$ cat config.mk
export PLATFORM = sky130hd
export DESIGN_NAME = duc_path_flat
export DESIGN_NICKNAME = d
export VERILOG_FILES = /design/src/rtl/duc_path_if.sv /design/src/rtl/duc_path.sv /design/src/flat_wrapper.sv
export SDC_FILE = /design/constraint.sdc
export NUM_CORES = 1
export LEC_CHECK = 0
export ABC_AREA = 1
export CORE_UTILIZATION = 56
export DETAILED_ROUTE_END_ITERATION = 6
export PLACE_DENSITY = 0.81
export RECOVER_POWER = 100
export SYNTH_ARGS = -nofsm -noshare
export SYNTH_HDL_FRONTEND = slang
export SYNTH_SLANG_ARGS = --single-unit
$ cat constraint.sdc
create_clock -name clk -period 3.3 [get_ports clk]
set_input_delay 0.33 -clock clk [delete_from_list [all_inputs] [get_ports clk]]
set_output_delay 0.33 -clock clk [all_outputs]
set_load 0.05 [all_outputs]
$ cat src/rtl/duc_path_if.sv
// -----------------------------------------------------------------------------
// duc_path_if : sample/command/output bundle for the duc_path upconverter.
//
// Signals (directions as seen by the DUT, modport slave):
//   i_valid            in   baseband sample offered
//   o_ready            out  sample accepted this cycle (handshake with i_valid)
//   i_data_i/i_data_q  in   signed I/Q baseband sample
//   i_interp_cmd_valid in   interpolation factor update strobe
//   i_interp_cmd_data  in   requested factor minus 1
//   o_valid            out  output sample valid
//   o_data             out  signed real upconverted sample (one bit wider)
//   o_lo_phase         out  LO phase index of o_data
//   o_underflow        out  one-cycle pulse when the sample stream runs dry
// The master modport is the sample source / output sink side.
// -----------------------------------------------------------------------------
interface duc_path_if #(
  parameter int INT_IN_DATA_WIDTH     = 20,
  parameter int INT_MAX_INTERPOLATION = 8
);
  localparam int CMD_W = $clog2(INT_MAX_INTERPOLATION);

  logic                                i_valid;
  logic                                o_ready;
  logic signed [INT_IN_DATA_WIDTH-1:0] i_data_i;
  logic signed [INT_IN_DATA_WIDTH-1:0] i_data_q;
  logic                                i_interp_cmd_valid;
  logic [CMD_W-1:0]                    i_interp_cmd_data;
  logic                                o_valid;
  logic signed [INT_IN_DATA_WIDTH:0]   o_data;
  logic [1:0]                          o_lo_phase;
  logic                                o_underflow;

  modport master (
    output i_valid, i_data_i, i_data_q, i_interp_cmd_valid, i_interp_cmd_data,
    input  o_ready, o_valid, o_data, o_lo_phase, o_underflow
  );

  modport slave (
    input  i_valid, i_data_i, i_data_q, i_interp_cmd_valid, i_interp_cmd_data,
    output o_ready, o_valid, o_data, o_lo_phase, o_underflow
  );
endinterface

$ cat src/rtl/duc_path.sv
// -----------------------------------------------------------------------------
// duc_path : zero-order-hold interpolator followed by an fs/4 digital
// upconverter. Each accepted I/Q sample is repeated "factor" times; every
// output cycle the sample is mixed with a quarter-rate LO
// (phase 0:+I, 1:-Q, 2:-I, 3:+Q) producing one real sample.
//
// Ports:
//   clk  in  single clock, rising edge
//   rst  in  asynchronous active-low reset
//   bus  duc_path_if.slave (sample handshake, factor command, outputs)
//
// o_ready is the only combinational output and depends solely on the FSM
// state and repeat counter; all other outputs are registered.
// -----------------------------------------------------------------------------
module duc_path #(
  parameter int INT_IN_DATA_WIDTH     = 20,
  parameter int INT_MAX_INTERPOLATION = 8
) (
  input  logic       clk,
  input  logic       rst,
  duc_path_if.slave  bus
);

  localparam int W  = INT_IN_DATA_WIDTH;
  localparam int CW = $clog2(INT_MAX_INTERPOLATION);
  // One extra bit so cmd+1 (up to 2^CW) is representable before clamping.
  localparam int FW = CW + 1;
  localparam logic [FW-1:0] FAC_MAX = FW'(INT_MAX_INTERPOLATION);

  typedef enum logic {
    IDLE = 1'b0,
    RUN  = 1'b1
  } state_t;

  // Requested factor (cmd+1), clamped to the maximum repeat factor.
  function automatic logic [FW-1:0] clamp_factor(input logic [CW-1:0] cmd);
    logic [FW-1:0] f;
    f = {1'b0, cmd} + FW'(1);
    if (f > FAC_MAX) begin
      f = FAC_MAX;
    end else begin
      f = f;
    end
    return f;
  endfunction

  // fs/4 mixer: I*cos - Q*sin. Widening by one bit makes -(-2^(W-1)) exact.
  function automatic logic signed [W:0] lo_mix(
    input logic signed [W-1:0] di,
    input logic signed [W-1:0] dq,
    input logic [1:0]          ph
  );
    logic signed [W:0] ie;
    logic signed [W:0] qe;
    logic signed [W:0] r;
    ie = {di[W-1], di};
    qe = {dq[W-1], dq};
    case (ph)
      2'd0:    r = ie;
      2'd1:    r = -qe;
      2'd2:    r = -ie;
      2'd3:    r = qe;
      default: r = '0;
    endcase
    return r;
  endfunction

  state_t                state_q, state_d;
  logic [FW-1:0]         pend_q, pend_d;
  logic [FW-1:0]         act_q, act_d;
  logic [FW-1:0]         cnt_q, cnt_d;
  logic signed [W-1:0]   hold_i_q, hold_i_d;
  logic signed [W-1:0]   hold_q_q, hold_q_d;
  logic                  o_valid_q, o_valid_d;
  logic signed [W:0]     o_data_q, o_data_d;
  logic [1:0]            o_phase_q, o_phase_d;
  logic                  o_uf_q, o_uf_d;

  logic                  ready_s;
  logic                  hs_s;
  logic [FW-1:0]         new_fac_s;
  logic [1:0]            phase_next_s;

  // Ready whenever idle, or on the last repeat of the sample being held.
  always_comb begin
    ready_s = (state_q == IDLE) || (cnt_q == (act_q - FW'(1)));
    hs_s    = bus.i_valid && ready_s;
  end

  // Next-state, hold/factor bookkeeping and registered-output precompute.
  always_comb begin
    state_d      = state_q;
    pend_d       = pend_q;
    act_d        = act_q;
    cnt_d        = cnt_q;
    hold_i_d     = hold_i_q;
    hold_q_d     = hold_q_q;
    o_valid_d    = 1'b0;
    o_data_d     = '0;
    o_phase_d    = 2'd0;
    o_uf_d       = 1'b0;
    phase_next_s = 2'd0;

    // A strobe coinciding with a handshake applies to that very sample.
    if (bus.i_interp_cmd_valid) begin
      new_fac_s = clamp_factor(bus.i_interp_cmd_data);
      pend_d    = new_fac_s;
    end else begin
      new_fac_s = pend_q;
    end

    if (hs_s) begin
      act_d    = new_fac_s;
      cnt_d    = '0;
      hold_i_d = bus.i_data_i;
      hold_q_d = bus.i_data_q;
    end else begin
      hold_i_d = hold_i_q;
    end

    case (state_q)
      IDLE: begin
        if (hs_s) begin
          state_d      = RUN;
          phase_next_s = 2'd0;
        end else begin
          state_d = IDLE;
        end
      end
      RUN: begin
        phase_next_s = o_phase_q + 2'd1;
        if (hs_s) begin
          state_d = RUN;
        end else if (ready_s) begin
          state_d = IDLE;
          cnt_d   = '0;
          o_uf_d  = 1'b1;
        end else begin
          state_d = RUN;
          cnt_d   = cnt_q + FW'(1);
        end
      end
      default: begin
        state_d = IDLE;
        cnt_d   = '0;
      end
    endcase

    if (state_d == RUN) begin
      o_valid_d = 1'b1;
      o_phase_d = phase_next_s;
      o_data_d  = lo_mix(hold_i_d, hold_q_d, phase_next_s);
    end else begin
      o_valid_d = 1'b0;
    end
  end

  // State and output registers; reset leaves both factors at the maximum.
  always_ff @(posedge clk or negedge rst) begin
    if (!rst) begin
      state_q   <= IDLE;
      pend_q    <= FAC_MAX;
      act_q     <= FAC_MAX;
      cnt_q     <= '0;
      hold_i_q  <= '0;
      hold_q_q  <= '0;
      o_valid_q <= 1'b0;
      o_data_q  <= '0;
      o_phase_q <= 2'd0;
      o_uf_q    <= 1'b0;
    end else begin
      state_q   <= state_d;
      pend_q    <= pend_d;
      act_q     <= act_d;
      cnt_q     <= cnt_d;
      hold_i_q  <= hold_i_d;
      hold_q_q  <= hold_q_d;
      o_valid_q <= o_valid_d;
      o_data_q  <= o_data_d;
      o_phase_q <= o_phase_d;
      o_uf_q    <= o_uf_d;
    end
  end

  assign bus.o_ready     = ready_s;
  assign bus.o_valid     = o_valid_q;
  assign bus.o_data      = o_data_q;
  assign bus.o_lo_phase  = o_phase_q;
  assign bus.o_underflow = o_uf_q;

endmodule
$ cat src/flat_wrapper.sv
// flat-port wrapper written by rule: the top's interface ports become plain ports
module duc_path_flat 
#(
  parameter int INT_IN_DATA_WIDTH     = 20,
  parameter int INT_MAX_INTERPOLATION = 8
)
  (clk, rst, bus_i_valid, bus_i_data_i, bus_i_data_q, bus_i_interp_cmd_valid, bus_i_interp_cmd_data, bus_o_ready, bus_o_valid, bus_o_data, bus_o_lo_phase, bus_o_underflow);
  duc_path_if #(.INT_IN_DATA_WIDTH(INT_IN_DATA_WIDTH), .INT_MAX_INTERPOLATION(INT_MAX_INTERPOLATION)) bus_i ();
  input  logic clk;
  input  logic rst;
  input wire logic [$bits(bus_i.i_valid)-1:0] bus_i_valid;
  input wire logic [$bits(bus_i.i_data_i)-1:0] bus_i_data_i;
  input wire logic [$bits(bus_i.i_data_q)-1:0] bus_i_data_q;
  input wire logic [$bits(bus_i.i_interp_cmd_valid)-1:0] bus_i_interp_cmd_valid;
  input wire logic [$bits(bus_i.i_interp_cmd_data)-1:0] bus_i_interp_cmd_data;
  output wire logic [$bits(bus_i.o_ready)-1:0] bus_o_ready;
  output wire logic [$bits(bus_i.o_valid)-1:0] bus_o_valid;
  output wire logic [$bits(bus_i.o_data)-1:0] bus_o_data;
  output wire logic [$bits(bus_i.o_lo_phase)-1:0] bus_o_lo_phase;
  output wire logic [$bits(bus_i.o_underflow)-1:0] bus_o_underflow;
  assign bus_i.i_valid = bus_i_valid;
  assign bus_i.i_data_i = bus_i_data_i;
  assign bus_i.i_data_q = bus_i_data_q;
  assign bus_i.i_interp_cmd_valid = bus_i_interp_cmd_valid;
  assign bus_i.i_interp_cmd_data = bus_i_interp_cmd_data;
  assign bus_o_ready = bus_i.o_ready;
  assign bus_o_valid = bus_i.o_valid;
  assign bus_o_data = bus_i.o_data;
  assign bus_o_lo_phase = bus_i.o_lo_phase;
  assign bus_o_underflow = bus_i.o_underflow;
  duc_path #(.INT_IN_DATA_WIDTH(INT_IN_DATA_WIDTH), .INT_MAX_INTERPOLATION(INT_MAX_INTERPOLATION)) u_core (.clk(clk), .rst(rst), .bus(bus_i));
endmodule
### After elaboration in Yosys (flattened, before gate mapping)

Cells that the tools add are included.

* add/subtract/negate cells: 6
* magnitude comparators: 1
* equal/unequal tests: 4
* mux-type cells: 20
* bitwise logic cells: 1
* reduce and logical (&&, ||, !) cells: 3

Operators with widths (number)
* 21-bit one-hot mux with 4 select lines: 1
* 20-bit negation with 21-bit output: 2
* 20-bit two-way mux: 2
* 4-bit two-way mux: 6
* 21-bit two-way mux: 1
* 1-bit two-way mux: 7
* 3-bit by 1-bit adder with 4-bit output, second input constant: 1
* 4-bit by 1-bit adder with 4-bit output, second input constant: 1
* 2-bit equality test, second input constant: 2
* 4-bit equality test: 1
* 4-bit greater-than comparator, second input constant: 1
* 2-bit one-hot mux with 2 select lines: 1
* 4-bit by 1-bit subtractor with 4-bit output, second input constant: 1
* 2-bit by 1-bit adder with 2-bit output, second input constant: 1
* 2-bit by 1-bit equality test with 1-bit output, second input constant: 1
* 2-bit zero test: 1
* 2-bit two-way mux: 1
* 1-bit one-hot mux with 2 select lines: 1
* 1-bit logical AND: 1
* 1-bit logical OR: 1
* 1-bit inverter: 1

* flip-flop bits (word level): 78
* bits of input ports: 47

### Depth between registers and ports, before layout

Gate-level depths: netlist (run 1).

* depth after elaboration: 8
* gate-level depth with buffers: 24
* mapped depth without buffers: 24

### Worst setup path after synthesis (run 1)

No wires, ideal clock.

* kind: reg-to-reg
* from: register u_core.act_q[0]
* to: register u_core.o_data_q[16], in the netlist u_core.bus.o_data[16]
* setup time: 0.113 ns
* arrival: 2.708 ns
* path slack: 0.480 ns
* cell stages (with the launch flop): 24
* period minus slack after synthesis: 2.820 ns
* cells stage by stage: dfrtp_1 inv_1 ha_1 nand2_1 inv_1 nor2_1 nand2_1 nor2_2 nand2_2 nand2_4 nand2_8 buf_12 buf_8 o21ai_4 ha_1 nand2_1 nor2_4 inv_1 nor2_1 nand3_1 nand3_1 nand3b_1 nand2_1 inv_1

* word-level cells in the longest chain between the ends: 8
* elaborated cells between the ends (all ways): 14

Ends and longest elaborated chain
* start: declaration: RTL line duc_path.sv:70 `logic [FW-1:0] act_q, act_d;`
* start signal: assignment: RTL line duc_path.sv:174 `act_q <= act_d;`
* 4-bit by 1-bit subtractor with 4-bit output (*): RTL line duc_path.sv:86 `ready_s = (state_q == IDLE) || (cnt_q == (act_q - FW'(1)));`
* 4-bit equality test (*): RTL line duc_path.sv:86
* 1-bit logical OR (*): RTL line duc_path.sv:86
* 1-bit logical AND: RTL line duc_path.sv:87 `hs_s = bus.i_valid && ready_s;`
* 20-bit two-way mux: RTL line duc_path.sv:112 `if (hs_s) begin`
* 20-bit negation with 21-bit output, on equally long branches: RTL line duc_path.sv:61, duc_path.sv:60
* 21-bit one-hot mux with 4 select lines: RTL line duc_path.sv:58 `case (ph)`
* 21-bit two-way mux (*): RTL line duc_path.sv:149 `if (state_d == RUN) begin`
* named net u_core.o_data_d[16]: RTL line duc_path.sv:75 `logic signed [W:0] o_data_q, o_data_d;`
* end signal: assignment: RTL line duc_path.sv:179 `o_data_q <= o_data_d;`
* end: declaration: RTL line duc_path.sv:75

Mark *: on every way through the listed nets, which the timed path passes. The rest lies on a longest branch.
A chain may end at the register's enable or synchronous reset.

### Worst setup path after layout (run 1)

* from: register u_core.act_q[0]
* to: output port bus_o_ready

* word-level cells in the longest chain between the ends: 3

Ends and longest elaborated chain
* 4-bit by 1-bit subtractor with 4-bit output: RTL line duc_path.sv:86
* 4-bit equality test: RTL line duc_path.sv:86
* 1-bit logical OR: RTL line duc_path.sv:86
* end: declaration: RTL line flat_wrapper.sv:16 `output wire logic [$bits(bus_i.o_ready)-1:0] bus_o_ready;`

Every way passes these cells.

==> run metrics, run 1 <==
1st-iter DRT viols=roughly 400; Final Cycle Share=0.951; Reg2Reg Setup Slack=about 0.2 ns; routed via count=about 5300; Critical Path RT=between 2 and 3 ns; outcome=finished, violations left; HPWL Detailed=~11 mm; IO Port Bufs=approximately 70; Avg WL per Cell=between 15 and 20 µm; element type at the critical path start=register; endpoints failing setup=0; Post-synth EDFFs=0; Total Nets Final=a little over 900; Area Growth Syn to Fin=20.8%; Slew Viols, Final=78; Yosys cell types=43; CTS tree=yes; Reg2Reg Capture Point=u_core.bus.o_data[10]$_DFF_PN0_; diodes inserted=0; CTS buffer count=9; register bit total from synthesis=77; Sink Count=just under 80; clock-pin slew on the worst setup and hold paths=around 0.08 ns; vias in the first global route=~5200; Netlist Area Pre-Place=between 0.005 and 0.006 mm²; Cell Rows=34; worst-path maximum fanout=17; via/cell ratio=between 5 and 6; layout cells sized above 1=0.0893; Starting Density=0.587; Final min period=~3.1 ns; GRT Util Overall=0.332; Hold-fix buffers, CTS=0; RSZ-0062 raised after global routing=no; TritonRoute pass-1 iters=5; yosys warns=0; CP Capture Type=primary output; final antenna-violating net count=0; WS Path Type=reg2out; die span in y=a little under 100 µm; deepest clock path buffer count=2; Fmax=between 300 and 400 MHz; largest net degree at the start of global routing=78; slowest CP cell=clkdlybuf4s50_1; FILL cells=slightly below 800; HP Class=in2async; crit path cell chain=inv_1 > ha_1 > nand2_1 > inv_1 > nor2_1 > nand2_1 > nor2_2 > nand2_2 > nand2_8 > buf_6 > clkdlybuf4s50_1; clk_lat worst skew=0.35 ns; setup_tns=0 ns; violated checks=max-capacitance violations, max-slew violations; number of remaining DRC errors=0; Total Wirelength=about 15 mm; Post-Syn Nets=835; core area=0.00889 mm²; critical path arrival=~2.8 ns; sequential area share after synthesis=0.369; antenna violations before repair=0; max-cap violations=1; asr flop ratio synth=1.00; Syn Area/Cell=about 6.7 µm²; main flop type after synthesis=dfrtp_1; CP max stage delay=slightly above 0.8 ns; Reg-to-Reg Start=u_core.act_q[0]$_DFFE_PN0N_; Worst Max-Slew Pin Slew=1.95 ns; width of the die=98.6 µm; global-route wire length before repair=~25 mm; H-tree depth=3; io pins=between 70 and 80; fin cells=970; routability congestion estimate=0.989; Slew HR=-0.300; Fin. Hold Viols=0; CTS root buffer=clkbuf_8; Die Area=roughly 0.01 mm²; global route total overflow=0; Post-Synthesis Cells=~800; clock skew=around 0.014 ns; Cells after DPL=approximately 950; R2R depth=21
cell type report:
cell class	instances	area, µm²	share of cell area
Multi-Input combinational cell	536	2600	0.413
Clock buffer	10	128	0.0202
Clock inverter	6	111	0.0177
Inverter	144	541	0.0857
Timing Repair Buffer	89	861	0.136
Sequential cell	77	1930	0.306
Tap cell	108	135	0.0214
cell families (layout without fill, tap and decap cells):
family,after synthesis,after routing,share of synthesized area
AO/OA/AOI/OAI,82,82,0.0898
XOR/XNOR,3,3,0.00503
adder cells (fa/ha/maj),5,5,0.0120
buffers and inverters,170,249,0.138
flip-flops,77,77,0.369
AND/OR/NAND/NOR,446,446,0.385
sequential cells by signal (all words and copies together) (netlist names):
signal                  count
u_core.act_q                4
u_core.bus.o_data          21
u_core.bus.o_lo_phase       2
u_core.bus.o_underflow      1
u_core.bus.o_valid          1
u_core.cnt_q                4
u_core.hold_i_q            20
u_core.hold_q_q            20
u_core.pend_q               4
cell usage after synthesis, types with 2 or more instances:
master     count  area, µm²
o22ai_1        2       12.5
o21ai_0       48        240
o21a_1         2       15.0
o21ai_1        9       45.0
a31oi_1        3       18.8
o21bai_1       3       22.5
inv_2          4       15.0
clkbuf_1       7       26.3
nor3_1         2       10.0
or2_2          2       12.5
buf_6          5       56.3
xnor2_1        2       17.5
dfstp_2        2       52.6
nor2_2        14       87.6
inv_1        139        522
dfrtp_1       75       1880
nand2_2       18        113
nand2_1      234        878
buf_4          2       15.0
nand4_1        5       31.3
o2111ai_1      2       17.5
a21oi_1        4       20.0
nor2_1        54        203
buf_2          9       45.0
o211ai_1       3       22.5
a21boi_0       2       15.0
nand3b_1      21        158
ha_1           5       62.6
nand3_1       90        450
nor2_4         2       22.5
cells in the final DEF, fill, tap and decap left out, drive strengths merged, types with 3 or more instances in the layout:
cell,Yosys,layout
nand2,254,254
inv,143,144
nand3,91,91
dfrtp,75,75
nor2,70,70
o21ai,59,59
clkdlybuf4s50,0,43
dlygate4sd3,0,27
nand3b,21,21
buf,19,18
clkbuf,7,11
nand4,5,5
ha,5,5
a21oi,4,4
a31oi,3,3
o211ai,3,3
o21bai,3,3
bufinv,0,3
or2,3,3
per-layer routing:
layer / global-route usage / wire length, µm / part of all wire / up-vias
li1: - / - / - / 2588
met4: 0.109 / 363 / 0.024 / 0
met5: 0 / 0 / 0 / -
met3: 0.0560 / 1150 / 0.075 / 28
met1: 0.438 / 6740 / 0.44 / 2449
met2: 0.557 / 7030 / 0.46 / 236
metrics by stage:
| stage | setup WS (ns) | util | hold slack [ns] | instance area (µm²) |
|---|---|---|---|---|
| after floorplan | 0.480 | - | 0.0344 | 5220 |
| after global placement | 0.267 | 0.674 | 0.483 | 5990 |
| after detailed placement | 0.182 | 0.674 | 0.486 | 5990 |
| after CTS | 0.108 | 0.701 | 0.176 | 6230 |
| after global routing | 0.0125 | 0.709 | 0.550 | 6310 |
| final | 0.163 | 0.709 | 0.503 | 6310 |
worst max path at each step:
stage	from	to	slack [ns]	depth (start not counted)
6_report	u_core.act_q[0]$_DFFE_PN0N_	bus_o_ready	0.16	11
4_1_cts	u_core.act_q[0]$_DFFE_PN0N_	bus_o_ready	0.11	11
3_5_place_dp	u_core.act_q[0]$_DFFE_PN0N_	u_core.bus.o_data[20]$_DFF_PN0_	0.18	21
2_1_floorplan	u_core.act_q[0]$_DFFE_PN0N_	u_core.bus.o_data[16]$_DFF_PN0_	0.48	23
5_1_grt	u_core.act_q[0]$_DFFE_PN0N_	u_core.bus.o_data[20]$_DFF_PN0_	0.01	21
3_3_place_gp	u_core.act_q[0]$_DFFE_PN0N_	u_core.bus.o_data[13]$_DFF_PN0_	0.27	21
what timing repair did:
action	in CTS	in global routing
setup buffers	0	3
gates resized for setup	0	19
setup endpoints to repair	0	15
critical path: cells and delay by family (launching register included):
family                     cells  cell delay, ns
DFF                            1            0.40
and+or+nand+nor                6            0.59
buffers and inverters          4            1.20
adders and majority gates      1            0.26
Power of run 1 is left out: the tool's default activity adds up to more than one toggle a clock period on the data nets, which glitch-free logic cannot reach.
==> inputs of run 2 (changes only) <==
ABC_AREA = unset   (was 1)
CORE_UTILIZATION = 55   (was 56)
==> run metrics, run 2 <==
deepest clock path buffer count=2 (unchanged); routability congestion estimate=0.927 (was 0.989); max-cap violations=1 (unchanged); critical path arrival=3.60 ns (was 2.81 ns); most common cell after layout, fill and taps aside=dfrtp_1 (was nand2_1); max FFs per register=21 (unchanged); worst-path maximum fanout=4 (was 17); complex-gate fraction of the synthesized area=0.154 (was 0.0898); top cells by count, synth=dfrtp_1, nand2_1, mux2i_1 (was nand2_1, inv_1, nand3_1); mux cell area share after synthesis=0.133 (was 0); Critical Path RT=3.57 ns (was 2.97 ns); CTS buffer count=9 (unchanged); element type at the critical path start=register (unchanged); HP Class=reg2reg (was in2async); Starting Density=0.569 (was 0.587); final antenna-violating net count=0 (unchanged); number of remaining DRC errors=0 (unchanged); asr flop ratio synth=1.00 (unchanged); Reg2Reg Capture Point=u_core.bus.o_data[16]$_DFF_PN0_ (was u_core.bus.o_data[10]$_DFF_PN0_); Post-Syn Nets=566 (was 835); width of the die=94.2 µm (was 98.6 µm); CP Capture Type=register (was primary output); Slew Viols, Final=78 (unchanged); Syn Area/Cell=9.10 µm² (was 6.67 µm²); main flop type after synthesis=dfrtp_1 (unchanged); Net Switching=3.81 mW; main combinational cell family by area after synthesis=simple AND/OR/NAND/NOR gates (unchanged); Reg-to-Reg Start=u_core.act_q[1]$_DFFE_PN0N_ (was u_core.act_q[0]$_DFFE_PN0N_); Power Density=around 1300 mW/mm²; Worst Max-Slew Pin Slew=1.93 ns (was 1.95 ns); Worst setup startpoint=u_core.act_q[1]$_DFFE_PN0N_ (was u_core.act_q[0]$_DFFE_PN0N_); commonest cells after routing, fill and taps aside=dfrtp_1, clkdlybuf4s50_1, nand2_1, mux2i_1, inv_1 (was nand2_1, inv_1, nand3_1, dfrtp_1, nor2_1); CTS tree=yes (unchanged); GRT Util Overall=0.322 (was 0.332); clock skew=0.0118 ns (was 0.0144 ns); Placement Setup Slack=-0.0938 ns (was 0.182 ns); Hold-fix buffers, CTS=0 (unchanged); Yosys cell types=53 (was 43); post-synthesis xor/xnor area fraction=0.0460 (was 0.00503); internal power=3.88 mW; Total Wirelength=13.9 mm (was 15.3 mm); Final Instance Area=0.00602 mm² (was 0.00631 mm²); Clk pwr share=0.099; RSZ-0062 raised after global routing=yes (was no); die span in y=94.2 µm (was 98.6 µm); Leak=2.61 nW; layout cells sized above 1=0.163 (was 0.0893); clk_lat worst skew=0.37 ns (was 0.35 ns); Final Cycle Share=1.01 (was 0.951); antenna violations before repair=0 (unchanged); TritonRoute pass-1 iters=5 (unchanged); Post-Synthesis Cells=514 (was 783); Sink Count=77 (unchanged); register bit total from synthesis=77 (unchanged); Synth top area share=0.401 (was 0.359); Sequential cell area=0.00193 mm² (unchanged); Netlist Area Pre-Place=0.00468 mm² (was 0.00522 mm²); cell accounting for the most synthesized area=dfrtp_1 (unchanged); Slew HR=-0.284 (was -0.300); largest net degree at the start of global routing=78 (unchanged); outcome=finished, violations left (unchanged); Final min period=3.33 ns (was 3.14 ns); endpoints failing setup=1 (was 0); io pins=73 (unchanged); yosys warns=0 (unchanged); crit path to=u_core.bus.o_data[16]$_DFF_PN0_ (was bus_o_ready); vias in the first global route=4507 (was 5221); sequential area share after synthesis=0.412 (was 0.369); routed via count=4603 (was 5301); 1st-iter DRT viols=384 (was 401); H-tree depth=3 (unchanged); R2R depth=15 (was 21); Fmax=300 MHz (was 319 MHz); multi-input logic area=0.00264 mm² (was 0.00260 mm²); CTS root buffer=clkbuf_8 (unchanged); Post-Place Cell Area=0.00563 mm² (was 0.00599 mm²); via/cell ratio=6.45 (was 5.46); largest cells by area after synthesis=dfrtp_1, mux2i_1, nand2_1, mux2_2, xnor2_1 (was dfrtp_1, nand2_1, inv_1, nand3_1, o21ai_0); clock-pin slew on the worst setup and hold paths=0.09 ns (was 0.08 ns); Die Area=0.00888 mm² (was 0.00972 mm²); most common cell in the synthesized netlist=dfrtp_1 (was nand2_1); violated checks=max-capacitance violations, max-slew violations, negative setup slack (was max-capacitance violations, max-slew violations); diodes inserted=0 (unchanged); FILL cells=576 (was 773); global route total overflow=0 (unchanged); WS Path Type=reg2reg (was reg2out); final worst slack=-0.0317 ns (was 0.163 ns); core area=0.00822 mm² (was 0.00889 mm²); combinational cell fraction of total power=0.674; Cell Rows=33 (was 34); Reg2Reg Setup Slack=-0.03 ns (was 0.20 ns); IO Port Bufs=72 (unchanged); total power=around 7.7 mW; Post-synth EDFFs=0 (unchanged); VDD IR-drop max=a little over 0.8 mV; Avg WL per Cell=19.5 µm (was 15.8 µm); Fin. Hold Viols=0 (unchanged); Sequential Power Share=0.226; HPWL Detailed=9.56 mm (was 11.5 mm); Total Nets Final=656 (was 909); Area Growth Syn to Fin=28.6% (was 20.8%); Synth Area in Adders=0.0134 (was 0.0120); global-route wire length before repair=21.5 mm (was 25.2 mm); Simple-Gate Fraction of Synth Area=0.184 (was 0.385); switching share of total power=0.496
==> run 2: critical path: stages (launching register included) <==
cell	delay, ns
dfrtp_1	0.41
inv_2	0.09
ha_4	0.21
xnor2_2	0.20
nor2_4	0.07
a31oi_4	0.29
mux2i_4	0.28
ha_2	0.21
inv_2	0.04
or4_4	0.43
nor3_4	0.16
mux2i_4	0.13
nor3b_2	0.20
xnor2_1	0.13
nand2_1	0.10
a311oi_2	0.29
==> run 2: per-stage QoR <==
step	util	setup TNS (ns)	std cells	hold slack, ns
floorplan	-	-0.311	514	0.0344
global placement	0.685	0	692	0.462
detailed placement	0.685	-0.261	692	0.455
CTS	0.715	-0.0220	709	0.158
global route	0.732	-0.689	714	0.484
finish	0.732	-0.0317	714	0.470
==> run 2: cell families after synthesis <==
logic type / count (synthesis)
xor+xnor: 23
compound gates: 108
fa+ha+maj: 5
simple gates: 179
buf+inv: 62
flops: 77
mux: 60
==> run 2: per-layer routing <==
metal	GRT usage	wire (µm)	up-vias
met5	0	0	-
met4	0.178	505	0
met3	0.0510	1140	64
met2	0.526	6750	292
met1	0.406	5490	2222
li1	-	-	2025
==> run 2: how the worst min path moves through the flow <==
stage / start / end / cells after the start
final: u_core.act_q[3]$_DFFE_PN1N_ / u_core.act_q[3]$_DFFE_PN1N_ / 2
after global routing: u_core.act_q[3]$_DFFE_PN1N_ / u_core.act_q[3]$_DFFE_PN1N_ / 2
after CTS: rst / u_core.pend_q[1]$_DFF_PN0_ / 1
after detailed placement: u_core.act_q[3]$_DFFE_PN1N_ / u_core.act_q[3]$_DFFE_PN1N_ / 2
after global placement: u_core.act_q[3]$_DFFE_PN1N_ / u_core.act_q[3]$_DFFE_PN1N_ / 2
after floorplan: rst / u_core.act_q[0]$_DFFE_PN0N_ / 0
==> run 2: final cells by class <==
type | instances | share of cell area
Tap cell | 105 | 0.0218
Sequential cell | 77 | 0.321
Clock inverter | 6 | 0.0114
Clock buffer | 10 | 0.0229
Timing Repair Buffer | 103 | 0.160
Multi-Input combinational cell | 375 | 0.439
Inverter | 38 | 0.0237
==> run 2: power by group through the flow <==
stage               combinational (mW)  sequential, mW  clock, mW
floorplan                         2.99            2.21          0
global placement                  4.62            1.71          0
detailed placement                4.77            1.73          0
CTS                               4.87            1.71      0.763
global route                      5.50            1.77      0.797
finish                            5.18            1.74      0.764
==> run 2: repair_timing <==
| item | 4_1_cts | 5_1_grt |
|---|---|---|
| gates resized for setup | 7 | 26 |
| pin swaps | 4 | 4 |
| setup endpoints to repair | 4 | 12 |
| setup buffers | 1 | 5 |
(Power assumes the default switching activity.)
